File: config.mk
export PLATFORM = sky130hd
export DESIGN_NAME = imem_loader
export DESIGN_NICKNAME = d
export VERILOG_FILES = /design/src/rtl/imem_loader.sv
export SDC_FILE = /design/constraint.sdc
export NUM_CORES = 1
export LEC_CHECK = 0
export ABC_AREA = 1
export CAP_MARGIN = 15
export CELL_PAD_IN_SITES_DETAIL_PLACEMENT = 1
export CELL_PAD_IN_SITES_GLOBAL_PLACEMENT = 1
export CORE_MARGIN = 4
export CORE_UTILIZATION = 44
export CTS_CLUSTER_DIAMETER = 40
export DETAILED_ROUTE_END_ITERATION = 10
export PLACE_DENSITY = 0.94
export SLEW_MARGIN = 20
export SYNTH_ARGS = -nofsm -noshare
export SYNTH_HDL_FRONTEND = slang
export SYNTH_SLANG_ARGS = --single-unit
File: constraint.sdc
create_clock -name clk -period 4.9 [get_ports clk]
set_input_delay 0.98 -clock clk [delete_from_list [all_inputs] [get_ports clk]]
set_output_delay 0.98 -clock clk [all_outputs]
set_load 0.05 [all_outputs]
File: src/rtl/imem_loader.sv
// Instruction memory loader: receives a length-prefixed big-endian byte image over
// valid/ready, writes 16-bit words into instruction memory, and holds the CPU in reset until the image is complete.
module imem_loader #(
    parameter int ADDR_W    = 16,
    parameter int DATA_W    = 16,
    parameter int MAX_WORDS = 1024
) (
    input  logic              clk,
    input  logic              rst,
    input  logic              start,
    input  logic [7:0]        byte_in,
    input  logic              byte_valid,
    output logic              byte_ready,
    output logic [ADDR_W-1:0] waddr,
    output logic [DATA_W-1:0] data_in,
    output logic              we,
    output logic              cpu_rst,
    output logic              busy,
    output logic              done,
    output logic              err
);

    typedef enum logic [2:0] {
        IDLE,
        LEN_HI,
        LEN_LO,
        DATA_HI,
        DATA_LO,
        WRITE,
        DONE,
        ERR
    } state_t;

    state_t state, next_state;

    logic [7:0]        len_hi;
    logic [15:0]       length;
    logic [15:0]       len_full;
    logic [7:0]        word_hi;
    logic [ADDR_W-1:0] index;
    logic [ADDR_W-1:0] index_inc;
    logic              xfer;

    assign xfer      = byte_valid & byte_ready;
    assign len_full  = {len_hi, byte_in};
    assign index_inc = index + 1'b1;

    always_ff @(posedge clk or posedge rst) begin
        if (rst) state <= IDLE;
        else     state <= next_state;
    end

    always_comb begin
        next_state = state;
        unique case (state)
            IDLE, DONE, ERR: if (start) next_state = LEN_HI;
            LEN_HI:          if (xfer) next_state = LEN_LO;
            LEN_LO: begin
                if (xfer) begin
                    if (len_full == '0)                    next_state = DONE;
                    else if (len_full > 16'(MAX_WORDS))    next_state = ERR;
                    else                                   next_state = DATA_HI;
                end
            end
            DATA_HI:         if (xfer) next_state = DATA_LO;
            DATA_LO:         if (xfer) next_state = WRITE;
            WRITE: begin
                if (index_inc == ADDR_W'(length)) next_state = DONE;
                else                              next_state = DATA_HI;
            end
            default:         next_state = IDLE;
        endcase
    end

    always_comb begin
        byte_ready = 1'b0;
        we         = 1'b0;
        busy       = 1'b0;
        done       = 1'b0;
        err        = 1'b0;
        unique case (state)
            LEN_HI, LEN_LO, DATA_HI, DATA_LO: begin
                byte_ready = 1'b1;
                busy       = 1'b1;
            end
            WRITE: begin
                we   = 1'b1;
                busy = 1'b1;
            end
            DONE:    done = 1'b1;
            ERR:     err  = 1'b1;
            default: ;
        endcase
    end

    // waddr/data_in load as the low byte lands so they are valid throughout WRITE and hold afterwards.
    // cpu_rst follows next_state so it drops on the same edge that enters DONE.
    always_ff @(posedge clk or posedge rst) begin
        if (rst) begin
            len_hi  <= '0;
            length  <= '0;
            word_hi <= '0;
            index   <= '0;
            waddr   <= '0;
            data_in <= '0;
            cpu_rst <= 1'b1;
        end else begin
            cpu_rst <= (next_state != DONE);
            unique case (state)
                IDLE, DONE, ERR: if (start) index <= '0;
                LEN_HI:          if (xfer) len_hi <= byte_in;
                LEN_LO:          if (xfer) length <= len_full;
                DATA_HI:         if (xfer) word_hi <= byte_in;
                DATA_LO: begin
                    if (xfer) begin
                        waddr   <= index;
                        data_in <= DATA_W'({word_hi, byte_in});
                    end
                end
                WRITE:           index <= index_inc;
                default: ;
            endcase
        end
    end

endmodule

; ---- Word-level counts from Yosys, hierarchy flattened
; Cells that the tools add are included.
[op_classes]
addsub = 1
n_lt_le_gt_ge = 1
n_eq_ne = 10
muxes = 16
n_bitwise = 1
n_reduce_logical = 11
[ops]
columns = operator, n
row1 = 16-bit case mux with 2 select lines, 1
row2 = 3-bit two-way mux, 8
row3 = 3-bit case mux with 6 select lines, 1
row4 = "16-bit by 1-bit adder with 16-bit output, second input constant", 1
row5 = 16-bit equality test, 1
row6 = "16-bit by 11-bit > comparator with 1-bit output, second input constant", 1
row7 = 16-bit zero test, 1
row8 = 16-bit two-way mux, 1
row9 = "3-bit equality test, second input constant", 4
row10 = 2-bit AND reduction, 5
row11 = "3-bit by 2-bit equality test with 1-bit output, second input constant", 2
row12 = 1-bit two-way mux, 5
row13 = 5-bit OR reduction, 1
row14 = 4-bit OR reduction, 1
row15 = "3-bit by 1-bit equality test with 1-bit output, second input constant", 1
row16 = 3-bit zero test, 1
row17 = "3-bit inequality test, second input constant", 1
row18 = 3-bit OR reduction, 1
row19 = "2-bit inequality test, second input constant", 1
row20 = 2-bit nonzero test, 1
row21 = 1-bit AND, 1
[word_totals]
ff_bits = 84
input_bits = 12
output_inout_bits = 38
wordCells = 48

; ---- Longest topological paths before layout
; Gate-level depths: netlist of run 1.
[logic_depth]
ltp_word = 7
mapped_depth = 16
mapped_depth_nobuf = 16

; ---- Worst setup path after synthesis of run 1
; No wires, ideal clock.
[synth_timing]
path_type = reg2out
start = register state[2]
end = output port done
t_arrival_ps = 1589
required_time_ps = 3920
slack_ps = 2331
stages_incl_launch_ff = 4
n_path_buf = 1
cell_sequence = dfrtp_1 > buf_2 > inv_1 > nor3_1
[synth_via]
elab_chain_cells = 2
[synth_lines]
columns = element, line_no
row1 = from (decl), 34  ; state_t state, next_state;
row2 = from (signal assigned), 50  ; else state <= next_state;
row3 = 3-bit equality test, 81  ; unique case (state)
row4 = 1-bit two-way mux, 81
row5 = to (decl), 19  ; output logic done,
; No other way between the ends.

; ---- Worst setup path after layout of run 1
[layout_timing]
start = register state[0]
end = output port we
[layout_via]
elab_chain_cells = 2
[layout_lines]
columns = element, line_no
row1 = 3-bit equality test, 81
row2 = 1-bit two-way mux, 81
row3 = to (decl), 16  ; output logic we,
; No other way between the ends.

==> results of run 1 <==
## cell type report
cell class                 count  area share (%)
sequential                    84            43.6
multi-input combinational    350            34.2
timing repair buffer          52            10.6
inverter                      51            4.02
tap                          108            2.80
clock buffer                   9            2.57
clock inverter                 7            2.18
## report_power, final
group,internal (W),total [W],leakage (nW),switching [W]
Clock,0.000295,0.000578,0.112,0.000283
Combinational,0.000477,0.00149,1.09,0.00101
Sequential,0.000961,0.00118,1.09,0.000214
## worst max path at each step
stage / slack (ps) / start / to / cells after the start
6_report: 1250 / state[0] / we / 5
5_1_grt: 1100 / state[0] / we / 5
3_5_place_dp: 1710 / state[0] / we / 5
3_3_place_gp: 1780 / state[0] / we / 5
4_1_cts: 1250 / state[0] / we / 5
2_1_floorplan: 1760 / rst / data_in[0] / 1
## synth_stat cells (all sizes together)
cell type and count:
a21oi 3, a31o 1, buf 4, clkbuf 10, dfrtp 83, dfstp 1, ha 1, inv 51
nand2 176, nand3 37, nand3b 6, nand4 10, nor2 34, nor3 4, nor4 1, o21ai 65
o22ai 7, o311ai 1, or2 1, xnor2 1, xnor3 1, xor2 1
## metal layers
metal / share of wire [%] / track usage (%) / routed length, um / vias up
met2: 53 / 41.0 / 6160 / 87
met1: 41 / 28.8 / 4810 / 1844
met5: 0 / 0 / 0 / -
met3: 4.3 / 4.83 / 501 / 23
li1: - / - / - / 1712
met4: 2.1 / 9.76 / 244 / 0
## per-stage QoR
| step | hold slack (ps) | util [%] |
|---|---|---|
| 2_1_floorplan | 450 | - |
| 3_3_place_gp | 458 | 52.4 |
| 3_5_place_dp | 469 | 52.4 |
| 4_1_cts | 494 | 55.0 |
| 5_1_grt | 507 | 55.0 |
| 6_report | 486 | 55.0 |
## placed cells by master, fill, tap and decap left out, types with 3 or more instances in the layout
cell type,synthesis,routed
sky130_fd_sc_hd__nand2_1,172,172
sky130_fd_sc_hd__dfrtp_1,83,83
sky130_fd_sc_hd__o21ai_0,60,60
sky130_fd_sc_hd__inv_1,50,49
sky130_fd_sc_hd__clkdlybuf4s50_1,0,49
sky130_fd_sc_hd__nand3_1,37,37
sky130_fd_sc_hd__nor2_1,24,24
sky130_fd_sc_hd__nand4_1,10,10
sky130_fd_sc_hd__clkbuf_8,0,9
sky130_fd_sc_hd__o22ai_1,7,7
sky130_fd_sc_hd__nand3b_1,6,6
sky130_fd_sc_hd__nor2_2,5,5
sky130_fd_sc_hd__o21ai_1,5,5
sky130_fd_sc_hd__nor3_1,4,4
sky130_fd_sc_hd__nor2_4,4,4
sky130_fd_sc_hd__a21oi_1,3,3
sky130_fd_sc_hd__buf_4,0,3
## logic make-up (layout without fill, tap and decap cells)
logic type,count (synthesis),after routing,synth area share [%]
and+or+nand+nor,269,269,29.8
DFF,84,84,52.6
AOI/OAI and AO/OA,77,77,10.0
buffers and inverters,65,119,6.17
xor gates and xnor gates,3,3,1.00
adders and majority gates,1,1,0.313
## flip-flops by register name, summed over array words and instances, names as in the netlist
register / count
index: 16
len_hi: 8
data_in: 16
state: 3
length: 16
word_hi: 8
cpu_rst: 1
waddr: 16
## critical path: stages (launching register included)
cell,delay [ps]
sky130_fd_sc_hd__dfrtp_1,480
sky130_fd_sc_hd__inv_1,130
sky130_fd_sc_hd__nor2_1,220
sky130_fd_sc_hd__inv_1,80
sky130_fd_sc_hd__nor2_2,460
sky130_fd_sc_hd__clkdlybuf4s50_1,930
==> impl_results.rst, run 1 <==
.. list-table::
   :header-rows: 1

   * - Metric
     - Value
   * - Status
     - completed
   * - Slew at the pin closest to its max-slew limit
     - 727 ps
   * - Register area
     - approximately 2100 um2
   * - Antenna diode count
     - 0
   * - # port buffers
     - 49
   * - Share of the clock period used by the worst path after layout
     - 74.5%
   * - Post-synth cell types
     - 30
   * - Cell count after synthesis
     - 499
   * - Placement Cell Area
     - 4590 um2
   * - Maximum root-to-sink buffer count
     - 2
   * - Endpoint of the most critical register-to-register path
     - index[15]
   * - Layout Cell Area excl Fill
     - 4820 um2
   * - Nets in the synthesized netlist
     - 512
   * - Clock Sink Count
     - 84
   * - Power density over the cells
     - 673 nW/um2
   * - Clock tree from TritonCTS
     - done
   * - Inst Count DP
     - 645
   * - Die footprint
     - 10700 um2
   * - Start point of the worst hold path
     - waddr[10]
   * - Pin count of the biggest net entering global routing
     - 57
   * - H-tree Lvls
     - 3
   * - Setup repair after global routing missed its margin
     - false
   * - Top cells by area, synth
     - sky130_fd_sc_hd__dfrtp_1, sky130_fd_sc_hd__nand2_1, sky130_fd_sc_hd__o21ai_0
   * - CTS Root Buffer Type
     - sky130_fd_sc_hd__clkbuf_8
   * - Mapped cell area
     - 4000 um2
   * - Total half-perimeter wirelength after legalization and detailed placement
     - roughly 8600 um
   * - TritonCTS Buffers
     - 9
   * - Std-Cell Rows
     - 34
   * - Fraction of the yosys area taken by sequential cells
     - between 50% and 60%
   * - Setup slack, reg-to-reg
     - 2510 ps
   * - Standard cell core area
     - 8760 um2
   * - Total area of multi-input combinational cells
     - 1650 um2
   * - Yosys warning total
     - 0
   * - Path class of the lowest-slack min-delay path
     - reg2reg
   * - Fill cells
     - 1073
   * - Cell type with the highest aggregate area in the netlist
     - sky130_fd_sc_hd__dfrtp_1
   * - Max Transition Viols Final
     - 0
   * - Count of antenna-violating nets left after detailed routing
     - 0
   * - Initial Utilization
     - 45.6%
   * - Clk_skew
     - 10.4 ps
   * - Capturing element type of the critical path
     - primary output
   * - Count of routing violations after the opening detailed-route iteration
     - roughly 190
   * - Hold Buf Count CTS
     - 0
   * - Chip Height
     - 103 um
   * - WS Path Type
     - reg2out
   * - WP data arrival
     - 2670 ps
   * - Clock latency of the later-clocked register in the worst-skew pair
     - between 300 and 400 ps
   * - Wire length of the first global-routing pass
     - 19400 um
   * - Sort of element at the start of the critical path
     - flip-flop
   * - Area Growth Syn to Fin
     - 20.6%
   * - Residual DRC count
     - 0
   * - Worst reg-to-reg path cell count
     - 8
   * - Via count
     - 3666
   * - # Post-CTS Setup Buffers
     - 0
   * - Io pins
     - 50
   * - Post-place setup slack
     - between 1500 and 2000 ps
   * - Post-layout total power
     - between 0.003 and 0.004 W
   * - 1st-pass router iterations
     - 4
   * - Max Freq
     - ~270 MHz
   * - Setup ws final
     - between 1000 and 1500 ps
   * - Layout Nets
     - about 560
   * - Total Routing Usage GR
     - 23.7%
   * - Reg-to-Reg Start
     - state[0]
   * - Number of hold violations in the final report
     - 0
   * - Layout Cells excl Fill
     - 661
   * - Hold path cells
     - 2
   * - Initial antenna violation count
     - 0
   * - Number of setup violations in the final report
     - 0
   * - Total length of routed wires
     - approximately 12000 um
   * - Count of maximum capacitance violations
     - 0
   * - Register bit total from synthesis
     - 84
   * - Area share of the leading cell type in the synthesized netlist
     - 52.0%
   * - Remaining Overflow, GRT
     - 0
   * - Required arrival time at the worst endpoint
     - 3920 ps
   * - Leakage Power
     - 2.30 nW
   * - TNS Setup
     - 0 ps
   * - Hold Crit Endpoint
     - waddr[10]
   * - Average wire per cell in the routed design
     - ~18 um
   * - Chip width
     - slightly above 100 um
   * - Syn_area_per_cell
     - 8.01 um2
   * - Maximum fanout encountered on the critical timing path
     - 13
   * - Slew Limit Headroom
     - roughly half
   * - Final estimated routing congestion in global placement
     - 0.830
   * - Worst VDD drop
     - roughly 320 uV
   * - Min Clock Period, post-route
     - around 3700 ps
   * - Clock edge transition at the registers on the reported setup and hold paths
     - 90 ps
   * - Number of global-route vias before repair
     - 3897
   * - Via density per instance
     - 5.55
   * - Number of cells upsized or downsized after cts
     - 0
   * - Fraction of final layout cells sized beyond drive strength 1
     - 6.87%
(Power assumes the default switching activity.)
==> run 2: changes to the inputs <==
- CORE_UTILIZATION: 44 -> 37
- PLACE_DENSITY: 0.94 -> 0.86
- clock period: 4.9 -> 3 ns (I/O delays scaled with it)
==> impl_results.rst, run 2 (synthesis results as in run 1) <==
.. list-table::
   :header-rows: 1

   * - Metric
     - Value
   * - Count of maximum capacitance violations
     - 0
   * - Total length of routed wires
     - between 10000 and 15000 um
   * - Layout Nets
     - 566
   * - Part of the power in registers
     - 36.4%
   * - Wire length of the first global-routing pass
     - between 15000 and 20000 um
   * - WP data arrival
     - 2160 ps
   * - Number of hold violations in the final report
     - 0
   * - Pin count of the biggest net entering global routing
     - 35
   * - WS Path Type
     - reg2out
   * - Number of global-route vias before repair
     - 3976
   * - Status
     - completed
   * - Fraction of final layout cells sized beyond drive strength 1
     - 7.89%
   * - Max Transition Viols Final
     - 0
   * - Clock edge transition at the registers on the reported setup and hold paths
     - about 100 ps
   * - Most common library cell in the layout ignoring fill and taps
     - sky130_fd_sc_hd__nand2_1
   * - Final hold slack
     - 490 ps
   * - TritonCTS Buffers
     - 9
   * - Remaining Overflow, GRT
     - 0
   * - Buf/Inv on CP
     - 3
   * - Count of cell instances traversed by the critical path
     - 6
   * - Critical Path End
     - busy
   * - Worst VDD drop
     - ~600 uV
   * - Switching power as a share of total power
     - 46.7%
   * - Most frequent cell on the critical path
     - sky130_fd_sc_hd__inv_1
   * - Antenna diode count
     - 0
   * - Setup repair after global routing missed its margin
     - false
   * - Leakage Power
     - 2.33 nW
   * - Library cell contributing the largest single delay on the critical path
     - sky130_fd_sc_hd__clkdlybuf4s50_1
   * - Initial Utilization
     - 38.4%
   * - Capturing element type of the critical path
     - primary output
   * - Via density per instance
     - 5.16
   * - Slew Limit Headroom
     - 42.9%
   * - Total Routing Usage GR
     - approximately a fifth
   * - Post-layout total power
     - 0.00523 W
   * - Max Freq
     - between 300 and 400 MHz
   * - Fill cells
     - between 1000 and 1500
   * - Share of the clock period used by the worst path after layout
     - 92.0%
   * - Fraction of power consumed by the clock network
     - about 17%
   * - Clock tree from TritonCTS
     - done
   * - Setup slack, reg-to-reg
     - 740 ps
   * - Chip Height
     - 112 um
   * - 1st-pass router iterations
     - 4
   * - Hold path cells
     - 2
   * - Clock Sink Count
     - 84
   * - Maximum fanout encountered on the critical timing path
     - 6
   * - Chip width
     - around 110 um
   * - # Post-CTS Setup Buffers
     - 0
   * - Internal Dissipation
     - 0.00279 W
   * - Number of setup violations in the final report
     - 0
   * - Residual DRC count
     - 0
   * - Worst reg-to-reg path cell count
     - 14
   * - Total area of multi-input combinational cells
     - 1650 um2
   * - Via count
     - 3578
   * - Path class of the lowest-slack min-delay path
     - reg2reg
   * - Hold Buf Count CTS
     - 0
   * - Slew at the pin closest to its max-slew limit
     - 855 ps
   * - Clock latency of the later-clocked register in the worst-skew pair
     - ~370 ps
   * - Endpoint of the most critical register-to-register path
     - cpu_rst
   * - Maximum root-to-sink buffer count
     - 2
   * - Max stage delay on crit path
     - 810 ps
   * - Sw power
     - 0.00244 W
   * - Total half-perimeter wirelength after legalization and detailed placement
     - between 8000 and 9000 um
   * - Min Clock Period, post-route
     - around 2800 ps
   * - Clk_skew
     - 10.3 ps
   * - Ordered cell list for the critical path
     - nor2_1 > nand2_1 > inv_1 > nor3_1 > inv_1 > clkdlybuf4s50_1
   * - CTS Root Buffer Type
     - sky130_fd_sc_hd__clkbuf_8
   * - Count of antenna-violating nets left after detailed routing
     - 0
   * - Inst Count DP
     - 678
   * - Sort of element at the start of the critical path
     - flip-flop
   * - TNS Setup
     - 0 ps
   * - Final estimated routing congestion in global placement
     - 0.863
   * - Power density over the cells
     - 1070 nW/um2
   * - Io pins
     - 50
   * - Std-Cell Rows
     - 37
   * - Reg-to-Reg Start
     - index[0]
   * - Worst Setup SP
     - state[0]
   * - Required arrival time at the worst endpoint
     - 2400 ps
   * - Number of cells upsized or downsized after cts
     - 0
   * - Die footprint
     - 12500 um2
   * - Area Growth Syn to Fin
     - 22.6%
   * - Initial antenna violation count
     - 0
   * - Commonest non-fill, non-tap cells in the layout
     - sky130_fd_sc_hd__nand2_1, sky130_fd_sc_hd__dfrtp_1, sky130_fd_sc_hd__o21ai_0
   * - Gate power share
     - 46.4%
   * - Critical path's top delay family
     - buffers and inverters
   * - Average wire per cell in the routed design
     - 16.4 um
   * - Standard cell core area
     - 10400 um2
   * - Register area
     - 2100 um2
   * - # port buffers
     - 49
   * - H-tree Lvls
     - 3
   * - Layout Cells excl Fill
     - 694
   * - Count of routing violations after the opening detailed-route iteration
     - 139
   * - Final core utilization
     - roughly 47%
## run 2: cell count changes in the layout (fill, tap and decap cells not counted), sizes merged
cell           previous run  this run
clkbuf                    9        10
inv                      54        55
bufinv                    2         1
clkinvlp                  1         0
buf                       3         9
clkdlybuf4s50            49        48
## run 2: power by group through the flow
stage,clock network [W],registers (W),logic [W]
floorplan,0,0.00255,0.000931
detailed placement,0,0.00192,0.00244
global route,0.000962,0.00197,0.00264
finish,0.000896,0.00191,0.00243
CTS,0.000912,0.00191,0.00246
global placement,0,0.00189,0.00235
## run 2: worst min path at each step
stage          slack [ps]          end   startpoint
2_1_floorplan         450  data_in[10]   word_hi[2]
6_report              490  data_in[15]   word_hi[7]
4_1_cts               490  data_in[15]   word_hi[7]
5_1_grt               510  data_in[15]   word_hi[7]
3_5_place_dp          470  data_in[15]   word_hi[7]
3_3_place_gp          460  data_in[11]  data_in[11]
## run 2: final cells by class
| cell class | instances | share of cell area (%) |
|---|---|---|
| clock buffers | 10 | 2.81 |
| clock inverters | 6 | 1.56 |
| inverters | 51 | 3.93 |
| multi-input cells | 350 | 33.6 |
| flip-flops and latches | 84 | 42.9 |
| well taps | 136 | 3.47 |
| repair buffers | 57 | 11.7 |
## run 2: per-layer routing
metal | track usage (%) | wire length (um) | part of all wire [%]
met2 | 35.0 | 5960 | 52
met1 | 22.4 | 4930 | 43
met5 | 0 | 0 | 0
met3 | 4.29 | 362 | 3.2
met4 | 6.49 | 148 | 1.3
## run 2: per-stage QoR
stage | setup WS [ps] | area (um2)
2_1_floorplan | 237 | 4000
3_3_place_gp | 708 | 4690
3_5_place_dp | 616 | 4690
4_1_cts | 213 | 4900
5_1_grt | 108 | 4900
6_report | 241 | 4900
## run 2: tightest hold or removal path: stages (launching register included)
cell	delay (ps)
sky130_fd_sc_hd__dfrtp_1	360
sky130_fd_sc_hd__nand2_1	50
sky130_fd_sc_hd__nand2_1	60
==> run 3: changes to the inputs <==
- CORE_ASPECT_RATIO: default -> 0.75
- CTS_CLUSTER_DIAMETER: 40 -> default
==> impl_results.rst, run 3 (synthesis results as in run 1) <==
.. list-table::
   :header-rows: 1

   * - Metric
     - Value
   * - Number of setup violations in the final report
     - 0
   * - Clk_skew
     - 3.63 ps
   * - Via count
     - around 3600
   * - Io pins
     - 50
   * - Standard cell core area
     - ~10000 um2
   * - Layout Nets
     - 564
   * - CTS Root Buffer Type
     - sky130_fd_sc_hd__clkbuf_16
   * - TNS Setup
     - 0 ps
   * - Status
     - completed
   * - Std-Cell Rows
     - 32
   * - Max stage delay on crit path
     - ~800 ps
   * - Number of global-route vias before repair
     - approximately 3800
   * - Power density over the cells
     - 1090 nW/um2
   * - Path class of the lowest-slack min-delay path
     - reg2reg
   * - Total half-perimeter wirelength after legalization and detailed placement
     - 8230 um
   * - Setup repair after global routing missed its margin
     - false
   * - Maximum fanout encountered on the critical timing path
     - 6
   * - 1st-pass router iterations
     - 4
   * - Fraction of final layout cells sized beyond drive strength 1
     - under 10%
   * - Final estimated routing congestion in global placement
     - 0.863
   * - Max Freq
     - 368 MHz
   * - Final hold slack
     - between 400 and 500 ps
   * - Library cell contributing the largest single delay on the critical path
     - sky130_fd_sc_hd__clkdlybuf4s50_1
   * - Average wire per cell in the routed design
     - 16.2 um
   * - Clock edge transition at the registers on the reported setup and hold paths
     - 60 ps
   * - Initial Utilization
     - a little under two fifths
   * - Required arrival time at the worst endpoint
     - 2400 ps
   * - Chip width
     - 128 um
   * - Total Routing Usage GR
     - 19.4%
   * - Sort of element at the start of the critical path
     - flip-flop
   * - Die footprint
     - around 13000 um2
   * - Initial antenna violation count
     - 0
   * - Slew at the pin closest to its max-slew limit
     - 710 ps
   * - Clock Sink Count
     - 84
   * - Slew Limit Headroom
     - 52.6%
   * - Chip Height
     - between 90 and 100 um
   * - # Post-CTS Setup Buffers
     - 0
   * - # port buffers
     - just under 50
   * - Antenna diode count
     - 0
   * - Remaining Overflow, GRT
     - 0
   * - Hold Buf Count CTS
     - 0
   * - Clock latency of the later-clocked register in the worst-skew pair
     - between 300 and 400 ps
   * - Pin count of the biggest net entering global routing
     - 61
   * - Area Growth Syn to Fin
     - 23.9%
   * - Leakage Power
     - 2.34 nW
   * - Commonest non-fill, non-tap cells in the layout
     - sky130_fd_sc_hd__nand2_1, sky130_fd_sc_hd__dfrtp_1, sky130_fd_sc_hd__o21ai_0
   * - Most common library cell in the layout ignoring fill and taps
     - sky130_fd_sc_hd__nand2_1
   * - Critical path's top delay family
     - buffers and inverters
   * - Buf/Inv on CP
     - 3
   * - Number of hold violations in the final report
     - 0
   * - Residual DRC count
     - 0
   * - TritonCTS Buffers
     - 9
   * - Max Transition Viols Final
     - 0
   * - WS Path Type
     - reg2out
   * - Worst VDD drop
     - 522 uV
   * - Wire length of the first global-routing pass
     - 19300 um
   * - Min Clock Period, post-route
     - 2720 ps
   * - H-tree Lvls
     - 3
   * - WP data arrival
     - 2120 ps
   * - Total length of routed wires
     - between 10000 and 15000 um
   * - Count of routing violations after the opening detailed-route iteration
     - 226
   * - Share of the clock period used by the worst path after layout
     - 90.6%
   * - Number of cells upsized or downsized after cts
     - 0
   * - Count of maximum capacitance violations
     - 0
   * - Ordered cell list for the critical path
     - inv_1 > nor2_1 > nor3_1 > inv_1 > clkdlybuf4s50_1
   * - Clock tree from TritonCTS
     - done
   * - Count of antenna-violating nets left after detailed routing
     - 0
   * - Most frequent cell on the critical path
     - sky130_fd_sc_hd__inv_1
   * - Via density per instance
     - 5.14
   * - Maximum root-to-sink buffer count
     - 2
   * - Capturing element type of the critical path
     - primary output
[run 3: cell count changes in the layout (fill, tap and decap cells not counted)]
cell,delta
sky130_fd_sc_hd__bufinv_16,-1
sky130_fd_sc_hd__buf_4,-2
sky130_fd_sc_hd__clkinv_2,+1
sky130_fd_sc_hd__clkinvlp_4,+2
sky130_fd_sc_hd__inv_6,-4
sky130_fd_sc_hd__inv_8,-1
sky130_fd_sc_hd__clkinv_4,+2
sky130_fd_sc_hd__clkbuf_8,-9
sky130_fd_sc_hd__clkbuf_1,+1
sky130_fd_sc_hd__clkbuf_16,+9
[run 3: layout make-up]
class / count / area [um2]
Fill cell: 1292 / 5460
Sequential cell: 84 / 2100
Multi-Input combinational cell: 350 / 1650
Timing Repair Buffer: 55 / 558
Clock buffer: 11 / 243
Inverter: 51 / 193
Tap cell: 136 / 170
Clock inverter: 5 / 37.5
[run 3: worst min-delay path: stages (launching register included)]
cell and delay (ps):
sky130_fd_sc_hd__dfrtp_1 340, sky130_fd_sc_hd__nand2_1 50, sky130_fd_sc_hd__o21ai_0 60
[run 3: path summary, 6_finish.rpt]
path                           start         to  slack (ps)  depth (start not counted)
max                         state[0]       busy         280                          5
min                        waddr[12]  waddr[12]         480                          2
max reg2reg                 index[0]    cpu_rst         820                         14
min reg2reg                waddr[12]  waddr[12]         480                          2
max in group asynchronous        rst    cpu_rst        1690                          3
min in group asynchronous        rst   waddr[0]         580                          2
[run 3: per-stage QoR]
step / util [%] / instances / power [W] / instance area (um2) / setup slack, ps
floorplan: - / 499 / 0.00348 / 4000 / 237
global placement: 44.9 / 676 / 0.00426 / 4670 / 715
detailed placement: 44.9 / 676 / 0.00435 / 4670 / 608
CTS: 47.6 / 692 / 0.00544 / 4950 / 282
global route: 47.6 / 692 / 0.00574 / 4950 / 117
finish: 47.6 / 692 / 0.00538 / 4950 / 283
[run 3: where the power goes]
group          internal, W  leakage [nW]  total, W  switching, W
Combinational     0.000793          1.12   0.00242       0.00163
Clock             0.000585         0.132   0.00105      0.000469
Sequential         0.00157          1.09   0.00191      0.000331
Total              0.00295          2.34   0.00538       0.00243
[run 3: per-layer routing]
layer / part of all wire, % / GRT usage [%]
met5: 0 / 0
met4: 1.2 / 4.98
met3: 4.2 / 4.87
met2: 46 / 29.6
met1: 48 / 27.6
